--- config.mk ---
export PLATFORM = sky130hd
export DESIGN_NAME = dma_priority_resolver
export DESIGN_NICKNAME = d
export VERILOG_FILES = /design/src/rtl/dma_priority_resolver.sv
export SDC_FILE = /design/constraint.sdc
export NUM_CORES = 1
export LEC_CHECK = 0
export ABC_AREA = 1
export BUFFER_PORTS_ARGS = -buffer_cell sky130_fd_sc_hd__buf_2
export CELL_PAD_IN_SITES_DETAIL_PLACEMENT = 1
export CELL_PAD_IN_SITES_GLOBAL_PLACEMENT = 1
export CORE_ASPECT_RATIO = 0.75
export CORE_MARGIN = 2
export CORE_UTILIZATION = 37
export DETAILED_ROUTE_END_ITERATION = 10
export PLACE_DENSITY_LB_ADDON = 0.1
export SETUP_SLACK_MARGIN = 0.5
export SLEW_MARGIN = 20
export SYNTH_ARGS = -nofsm -noshare
export SYNTH_HDL_FRONTEND = slang
export SYNTH_SLANG_ARGS = --single-unit
--- constraint.sdc ---
create_clock -name CLK -period 2.9 [get_ports CLK]
set_input_delay 0.435 -clock CLK [delete_from_list [all_inputs] [get_ports CLK]]
set_output_delay 0.435 -clock CLK [all_outputs]
set_load 0.01 [all_outputs]
--- src/rtl/dma_priority_resolver.sv ---
// Channel priority resolver and HRQ/HLDA bus-request handshake for the 4-channel DMA controller.
// Merges hardware and software requests, picks a winner (fixed or rotating) and holds the grant until release.
module dma_priority_resolver #(
    parameter int NUM_CH = 4
) (
    input  logic              CLK,
    input  logic              RESET,
    input  logic [NUM_CH-1:0] DREQ,
    input  logic [7:0]        commandReg,
    input  logic [7:0]        requestReg,
    input  logic [7:0]        maskReg,
    input  logic              HLDA,
    input  logic              svcDone,
    output logic              HRQ,
    output logic [NUM_CH-1:0] DACK,
    output logic              grantValid,
    output logic [1:0]        grantChan,
    output logic [NUM_CH-1:0] swReqClr
);

    typedef enum logic [1:0] {IDLE, REQ, GRANT} stateT;

    stateT             state, stateNext;
    logic [NUM_CH-1:0] dreqQ;
    logic [NUM_CH-1:0] pend, pendEff;
    logic [NUM_CH-1:0] ack, ackNext;
    logic [NUM_CH-1:0] swReqClrNext;
    logic [1:0]        prio, prioNext;
    logic [1:0]        grantChanNext;
    logic              hrqNext, grantValidNext;
    logic              swAtGrant, swAtGrantNext;
    logic [1:0]        winner, searchBase, idx;
    logic              found;
    logic              unusedBits;

    assign unusedBits = ^{commandReg[5], commandReg[3], commandReg[1:0],
                          requestReg[7:NUM_CH], maskReg[7:NUM_CH]};

    function automatic logic [NUM_CH-1:0] oneHot(input logic [1:0] ch);
        logic [NUM_CH-1:0] v;
        v     = '0;
        v[ch] = 1'b1;
        return v;
    endfunction

    // Software requests bypass the mask; disable only gates new requests.
    assign pend    = (dreqQ & ~maskReg[NUM_CH-1:0]) | requestReg[NUM_CH-1:0];
    assign pendEff = commandReg[2] ? '0 : pend;

    always_comb begin
        winner     = '0;
        found      = 1'b0;
        idx        = '0;
        searchBase = commandReg[4] ? prio : 2'd0;
        for (int k = 0; k < NUM_CH; k++) begin
            idx = searchBase + k[1:0];
            if (!found && pendEff[idx]) begin
                winner = idx;
                found  = 1'b1;
            end
        end
    end

    always_comb begin
        stateNext      = state;
        hrqNext        = HRQ;
        grantValidNext = grantValid;
        grantChanNext  = grantChan;
        ackNext        = ack;
        swReqClrNext   = '0;
        prioNext       = prio;
        swAtGrantNext  = swAtGrant;
        unique case (state)
            IDLE: begin
                if (|pendEff) begin
                    stateNext = REQ;
                    hrqNext   = 1'b1;
                end
            end
            REQ: begin
                if (!(|pendEff)) begin
                    stateNext = IDLE;
                    hrqNext   = 1'b0;
                end else if (HLDA) begin
                    stateNext      = GRANT;
                    grantValidNext = 1'b1;
                    grantChanNext  = winner;
                    ackNext        = oneHot(winner);
                    swAtGrantNext  = requestReg[winner];
                end
            end
            GRANT: begin
                // svcDone wins over a simultaneous HLDA drop
                if (svcDone || !HLDA) begin
                    stateNext      = IDLE;
                    hrqNext        = 1'b0;
                    grantValidNext = 1'b0;
                    ackNext        = '0;
                    if (svcDone) begin
                        if (swAtGrant) swReqClrNext = ack;
                        if (commandReg[4]) prioNext = grantChan + 2'd1;
                    end
                end
            end
            default: begin
                stateNext = IDLE;
            end
        endcase
    end

    always_ff @(posedge CLK or negedge RESET) begin
        if (!RESET) begin
            state      <= IDLE;
            dreqQ      <= '0;
            HRQ        <= 1'b0;
            grantValid <= 1'b0;
            grantChan  <= '0;
            ack        <= '0;
            swReqClr   <= '0;
            prio       <= '0;
            swAtGrant  <= 1'b0;
        end else begin
            state      <= stateNext;
            dreqQ      <= DREQ ^ {NUM_CH{commandReg[6]}};
            HRQ        <= hrqNext;
            grantValid <= grantValidNext;
            grantChan  <= grantChanNext;
            ack        <= ackNext;
            swReqClr   <= swReqClrNext;
            prio       <= prioNext;
            swAtGrant  <= swAtGrantNext;
        end
    end

    assign DACK = ack ^ {NUM_CH{~commandReg[7]}};

endmodule
==> results.py, run 1 <==
metrics = {
    "placed_design": {
        "place_hpwl_mm": 2.95,
        "dp_slack_ns": 0.916,
        "numPortBuffers": 31,
        "placed_cell_area_um2": 1530,
        "gp_congestion": 1.01,
    },
    "routing": {
        "vias_per_cell": 4.93,
        "vias": 1267,
        "route.detailed.drc": 0,
        "firstDrtPassIters": 4,
        "routedWlPerCell_um": 13.6,
        "ant_nets": 0,
        "wirelength_mm": 3.50,
        "drt_iter0_drc": 37,
    },
    "critical_path": {
        "crit_type": "reg -> reg",
        "path_max_fanout": 6,
        "crit_top_cell": "inv_1",
        "path_cells": "inv_1 -> ha_1 -> inv_1 -> nor3_1 -> inv_1 -> o21ai_1 -> inv_1 -> nand2_1 -> nor2_2 -> nand2_1 -> o21ai_1",
        "max_stage_delay_ns": 0.42,
        "worst_ep_arrival_time_ns": 1.98,
        "critPathSlowestCell": "dfrtp_1",
        "cp-start-kind": "register",
        "endpoint_kind": "register",
        "critical_path_required_ns": 3.06,
    },
    "finish": {
        "final_cell_area_um2": 1580,
        "fin_nets": 254,
        "fillerInstances": 448,
        "area_delta_synth_final_pct": 18.0,
        "n_antenna_cell": 0,
        "drive_above_1_share": 0.276,
    },
    "sta": {
        "rsz0062_at_grt": "no",
        "tightest_slew_ns": 0.479,
        "period_needed_ns": 1.82,
        "hold_viol_final": 0,
        "layout_setup_ws_ns": 1.08,
        "whs_ns": 0.113,
        "maxSlewHeadroom": 0.680,
        "period_share": 0.629,
        "setup_viol": 0,
        "tns_ns": 0,
        "slew_violations": 0,
        "fin_skew_ns": 0.00463,
        "fmax_mhz": 549,
    },
    "power_and_ir_drop": {
        "p_switching_uw": 622,
        "p_leak_nw": 0.887,
        "internal_power_uw": 725,
        "ir_drop_uv": 298,
        "power_mw": 1.35,
        "power.combinational.fraction": 0.522,
        "power_density_nw_per_um2": 853,
        "seq_power_share": 0.332,
        "pwr-share-clk": 0.146,
        "p_sw_frac": 0.462,
    },
    "floorplan": {
        "coreArea_um2": 3380,
        "initial_core_util": 0.396,
        "die_area_um2": 4120,
        "rows": 18,
        "dieHeight_um": 56.1,
        "pin_count": 44,
        "die_w_um": 73.4,
    },
    "logic_synthesis": {
        "ys_seq_area_frac": 0.393,
        "syn_nets": 220,
        "synth_cells": 184,
        "synth-async-reset-ratio": 1.00,
        "netlist_area_um2": 1340,
        "synth-seq-cells": 21,
        "synth.distinct_cells": 22,
        "synth_ff_type": "dfrtp_1",
        "syn_area_per_cell_um2": 7.27,
        "synth_edf_count": 0,
        "yosysWarnings": 0,
    },
    "grt": {
        "grt_antenna_before_repair": 0,
        "grt_max_degree": 22,
        "grt_pass1_wl_mm": 6.03,
        "overflow": 0,
        "grt_pass1_vias": 1335,
        "grt_util_all_layers": 0.187,
    },
    "clock_tree": {
        "post_cts_buffers": 0,
        "clock_tree.buffer_depth": 2,
        "numCtsBuffers": 3,
        "cts_sinks": 21,
        "cts_hold_buf": 0,
        "cts.clk_slew.worst_paths_ns": 0.08,
        "clkLatencyLatePin_ns": 0.27,
        "cts_tree": "built",
        "cts_root_buf": "clkbuf_8",
        "cts.htree.levels": 1,
        "cts-resized-gates": 0,
    },
    "status": {
        "status": "complete, no violations",
    },
    "worst_hold_path": {
        "hp-class": "in -> async",
    },
    "job": {
        "cap_viol_max_count": 0,
    },
}
[registers in the layout, summed over array words and instances, names as in the netlist]
signal	cells
ack	4
dreqQ	4
swReqClr	4
grantChan	2
prio	2
state	2
HRQ	1
grantValid	1
swAtGrant	1
[metrics by stage]
stage | utilization | std cells
floorplan | - | 184
global placement | 0.453 | 253
detailed placement | 0.453 | 253
CTS | 0.467 | 257
global route | 0.467 | 257
finish | 0.467 | 257
[final timing paths]
path	start	endpoint	slack, ns	cells past startpoint
setup reg to reg	state[0]	ack[2]	1.08	11
setup / recovery	state[0]	ack[2]	1.08	11
max in group asynchronous	RESET	state[0]	2.46	1
hold reg to reg	grantValid	grantValid	0.48	2
min in group CLK	DREQ[1]	dreqQ[1]	0.34	2
hold / removal	RESET	swReqClr[3]	0.11	1
[final cells by class]
| type | count | area [um^2] | area share |
|---|---|---|---|
| clock buffers | 3 | 41.3 | 0.0262 |
| inverters | 31 | 119 | 0.0753 |
| flip-flops and latches | 21 | 526 | 0.333 |
| multi-input cells | 130 | 682 | 0.432 |
| repair buffers | 31 | 155 | 0.0983 |
| clock inverters | 1 | 5.00 | 0.00317 |
| well taps | 40 | 50.0 | 0.0317 |
[power groups by stage]
| stage | combinational (mW) | sequential, mW | clock (mW) |
|---|---|---|---|
| after global routing | 0.803 | 0.459 | 0.215 |
| after detailed placement | 0.708 | 0.455 | 0 |
| final | 0.703 | 0.447 | 0.196 |
| after CTS | 0.711 | 0.449 | 0.202 |
| after floorplan | 0.493 | 0.452 | 0 |
| after global placement | 0.667 | 0.446 | 0 |
[synth_stat cells (2+ instances only)]
| library cell | count | area (um^2) |
|---|---|---|
| nand3_1 | 20 | 100 |
| ha_1 | 4 | 50.1 |
| nor2_1 | 11 | 41.3 |
| inv_1 | 24 | 90.1 |
| o21ai_1 | 4 | 20.0 |
| xor2_1 | 4 | 35.0 |
| nand4_1 | 3 | 18.8 |
| nand2_2 | 10 | 62.6 |
| nor2_2 | 4 | 25.0 |
| nand2_1 | 51 | 191 |
| xnor2_1 | 5 | 43.8 |
| o21ai_0 | 5 | 25.0 |
| o22ai_1 | 2 | 12.5 |
| nand3_2 | 4 | 40.0 |
| dfrtp_1 | 21 | 526 |
| inv_2 | 6 | 22.5 |
[cells by family after synthesis]
logic type / count (synthesis) / synth area share
AND/OR/NAND/NOR: 104 / 0.362
buffers and inverters: 33 / 0.0973
flip-flops: 21 / 0.393
AO/OA/AOI/OAI: 13 / 0.0514
XOR/XNOR: 9 / 0.0589
adder cells (fa/ha/maj): 4 / 0.0374
[worst max-delay path, delay by kind of cell (launching register included)]
kind / cells / cell delay, ns
buffers and inverters: 4 / 0.42
adder cells (fa/ha/maj): 1 / 0.23
AO/OA/AOI/OAI: 2 / 0.17
AND/OR/NAND/NOR: 4 / 0.48
flip-flops: 1 / 0.42
[routing by layer]
| metal | vias to the layer above | track usage | wire length, um |
|---|---|---|---|
| li1 | 638 | - | - |
| met1 | 595 | 0.247 | 1670 |
| met2 | 30 | 0.315 | 1640 |
| met3 | 4 | 0.0453 | 169 |
| met4 | 0 | 0.0312 | 21 |
| met5 | - | 0 | 0 |
[placed cells by master, fill, tap and decap left out, types with 5 or more instances in the layout]
cell type  synthesis  routed
dfrtp_1           21      21
nand2_1           51      51
inv_1             24      24
o21ai_0            5       5
nand2_2           10      10
buf_2              0      31
nand3_1           20      20
nor2_1            11      11
xnor2_1            5       5
inv_2              6       6
(Power assumes the default switching activity.)
==> run 2, diff against run 1 <==
--- a/config.mk
+++ b/config.mk
@@ -5,13 +5,13 @@
 export SDC_FILE = /design/constraint.sdc
 export NUM_CORES = 1
 export LEC_CHECK = 0
-export ABC_AREA = 1
+export ABC_AREA = 0
 export BUFFER_PORTS_ARGS = -buffer_cell sky130_fd_sc_hd__buf_2
 export CELL_PAD_IN_SITES_DETAIL_PLACEMENT = 1
 export CELL_PAD_IN_SITES_GLOBAL_PLACEMENT = 1
 export CORE_ASPECT_RATIO = 0.75
 export CORE_MARGIN = 2
-export CORE_UTILIZATION = 37
+export CORE_UTILIZATION = 36
 export DETAILED_ROUTE_END_ITERATION = 10
 export PLACE_DENSITY_LB_ADDON = 0.1
 export SETUP_SLACK_MARGIN = 0.5
==> constraint.sdc (replaced) <==
create_clock -name CLK -period 1.8 [get_ports CLK]
set_input_delay 0.27 -clock CLK [delete_from_list [all_inputs] [get_ports CLK]]
set_output_delay 0.27 -clock CLK [all_outputs]
set_load 0.01 [all_outputs]
==> results.py, run 2 <==
metrics = {
    "status": {
        "status": "finished, violations left",
        "violations": "setup timing",
    },
    "logic_synthesis": {
        "yosysMostFrequentCell": "dfrtp_1",
        "synth.distinct_cells": 39,
        "yosysTopAreaCell": "dfrtp_1",
        "yosys.area_share.simple": 0.230,
        "syn_nets": 174,
        "synth_cells": 138,
        "yosysWarnings": 0,
        "syn_area_per_cell_um2": 9.39,
        "synth_top_family_by_area": "compound AO/OA/AOI/OAI gates",
        "synth-xor-area-share": 0.0608,
        "yosys-top-cells-area": "dfrtp_1 (41%), o21ai_0 (5.0%), nand2_1 (4.1%)",
        "synth_edf_count": 0,
        "synth-async-reset-ratio": 1.00,
        "synthMuxAreaShare": 0.0164,
        "synthAdderAreaFrac": 0.0386,
        "netlist_area_um2": 1300,
        "yosysTopAreaCellShare": 0.405,
        "synthTopCellsByCount": "dfrtp_1 (21), nand2_1 (14), o21ai_0 (13), and2_1 (7), nor2_1 (6)",
        "synth-seq-cells": 21,
        "synth_ff_type": "dfrtp_1",
        "synth_compound_area_frac": 0.232,
        "ys_seq_area_frac": 0.405,
    },
    "power_and_ir_drop": {
        "pwr-share-clk": 0.146,
        "ir_drop_uv": 610,
        "p_switching_uw": 846,
        "power.combinational.fraction": 0.515,
        "p_leak_nw": 0.985,
        "seq_power_share": 0.339,
        "power_mw": 2.14,
        "p_sw_frac": 0.395,
        "power_density_nw_per_um2": 1040,
        "internal_power_mw": 1.30,
    },
    "finish": {
        "final_common_cell": "buf_2",
        "drive_above_1_share": 0.507,
        "ff_latch_area_um2": 526,
        "n_antenna_cell": 0,
        "reg.largest.list": "ack (4), dreqQ (4), swReqClr (4)",
        "multi_input_area_um2": 957,
        "post-route-util": 0.616,
        "final_cell_mix": "buf_2 (31), buf_4 (29), dfrtp_1 (21)",
        "fillerInstances": 387,
        "fin_cells": 249,
        "fin_nets": 246,
        "area_delta_synth_final_pct": 59.5,
    },
    "floorplan": {
        "initial_core_util": 0.386,
        "dieHeight_um": 56.0,
        "die_area_um2": 4100,
        "pin_count": 44,
        "die_w_um": 73.3,
        "rows": 18,
        "coreArea_um2": 3360,
    },
    "critical_path": {
        "worstSetupStartpoint": "prio[0]",
        "worst_ep_arrival_time_ns": 2.43,
        "endpoint": "swAtGrant",
        "path_max_fanout": 4,
        "endpoint_kind": "register",
        "regToRegStartpoint": "prio[0]",
        "cp-start-kind": "register",
        "critical_path_required_ns": 1.94,
        "rrSetupSlack_ns": -0.49,
        "reg2reg_to": "swAtGrant",
        "worstRegToRegCells": 7,
        "crit_type": "reg -> reg",
    },
    "placed_design": {
        "post-place-cells": 239,
        "dp_slack_ns": -0.496,
        "numPortBuffers": 31,
        "place_hpwl_mm": 3.45,
        "gp_congestion": 0.979,
    },
    "routing": {
        "drt_iter0_drc": 59,
        "wirelength_mm": 4.35,
        "firstDrtPassIters": 4,
        "routedWlPerCell_um": 17.4,
        "route.detailed.drc": 0,
        "ant_nets": 0,
        "vias": 1363,
        "vias_per_cell": 5.47,
    },
    "clock_tree": {
        "clock_tree.buffer_depth": 2,
        "cts_root_buf": "clkbuf_8",
        "numCtsBuffers": 3,
        "clkLatencyLatePin_ns": 0.26,
        "cts_sinks": 21,
        "cts_tree": "built",
        "cts.htree.levels": 1,
        "cts.clk_slew.worst_paths_ns": 0.08,
    },
    "sta": {
        "period_needed_ns": 2.29,
        "tightest_slew_ns": 0.485,
        "fin_skew_ns": 0.00297,
        "period_share": 1.27,
        "whs_ns": 0.186,
        "slew_violations": 0,
        "layout_setup_ws_ns": -0.486,
        "hold_viol_final": 0,
        "fmax_mhz": 438,
        "maxSlewHeadroom": 0.677,
        "setup_viol": 9,
        "rsz0062_at_grt": "yes",
    },
    "grt": {
        "grt_pass1_wl_mm": 7.12,
        "grt_util_all_layers": 0.224,
        "grt_antenna_before_repair": 0,
        "overflow": 0,
        "grt_max_degree": 22,
        "grt_pass1_vias": 1489,
    },
    "job": {
        "cap_viol_max_count": 0,
    },
    "worst_hold_path": {
        "hp-class": "in -> reg",
    },
}
-- run 2: changes by cell type after synthesis, sizes merged, moves of 4 or more --
cell,change
o21ai,+4
nand2,-47
and2,+8
nor2b,+5
and3,+4
nor2,-9
inv,-27
nand3,-22
-- run 2: layout make-up --
type,instances,area share
repair buffers,69,0.229
inverters,4,0.00726
flip-flops and latches,21,0.254
clock buffers,3,0.0200
well taps,40,0.0242
multi-input cells,111,0.463
clock inverters,1,0.00242
-- run 2: cell families after synthesis --
logic type | count (synthesis)
adders and majority gates | 4
xor gates and xnor gates | 9
muxes | 2
and+or+nand+nor | 55
DFF | 21
AOI/OAI and AO/OA | 41
buffers and inverters | 6
-- run 2: how the worst min path moves through the flow --
stage / start / to / slack, ns / cells after the start
floorplan: RESET / HRQ / -0.03 / 0
global placement: RESET / prio[1] / 0.25 / 1
detailed placement: RESET / prio[0] / 0.26 / 1
CTS: DREQ[0] / dreqQ[0] / 0.19 / 2
global route: DREQ[2] / dreqQ[2] / 0.18 / 2
finish: DREQ[0] / dreqQ[0] / 0.19 / 2
-- run 2: per-layer routing --
metal | global-route usage | share of wire | vias to the layer above
met5 | 0 | 0 | -
met4 | 0.0208 | 0.0028 | 0
met3 | 0.0453 | 0.037 | 2
met2 | 0.378 | 0.48 | 34
met1 | 0.307 | 0.48 | 677
li1 | - | - | 650
-- run 2: power by group through the flow --
| stage | clock (mW) | sequential (mW) | combinational, mW |
|---|---|---|---|
| 6_report | 0.313 | 0.725 | 1.10 |
| 4_1_cts | 0.319 | 0.718 | 1.00 |
| 5_1_grt | 0.341 | 0.746 | 1.20 |
| 3_3_place_gp | 0 | 0.715 | 0.883 |
| 3_5_place_dp | 0 | 0.728 | 0.937 |
| 2_1_floorplan | 0 | 0.725 | 0.515 |
-- run 2: what timing repair did --
action	CTS	global route
setup buffers	3	2
hold buffers	1	0
endpoints found under the hold margin	21	0
pin swaps	6	4
resized for setup	15	21
endpoints found under the setup margin	11	18
-- run 2: critical path, stage by stage (launching register included) --
cell and delay, ns:
dfrtp_1 0.38, and2_4 0.14, or4_4 0.47, a32o_1 0.23, a2111o_1 0.35, a22oi_4 0.26
mux2i_2 0.26, a221oi_2 0.09
-- run 2: per-stage QoR --
step / instance area, um^2 / setup TNS (ns)
after floorplan: 1410 / -1.48
after global placement: 1840 / -2.02
after detailed placement: 1840 / -2.89
after CTS: 1960 / -2.45
after global routing: 2070 / -3.24
final: 2070 / -2.62
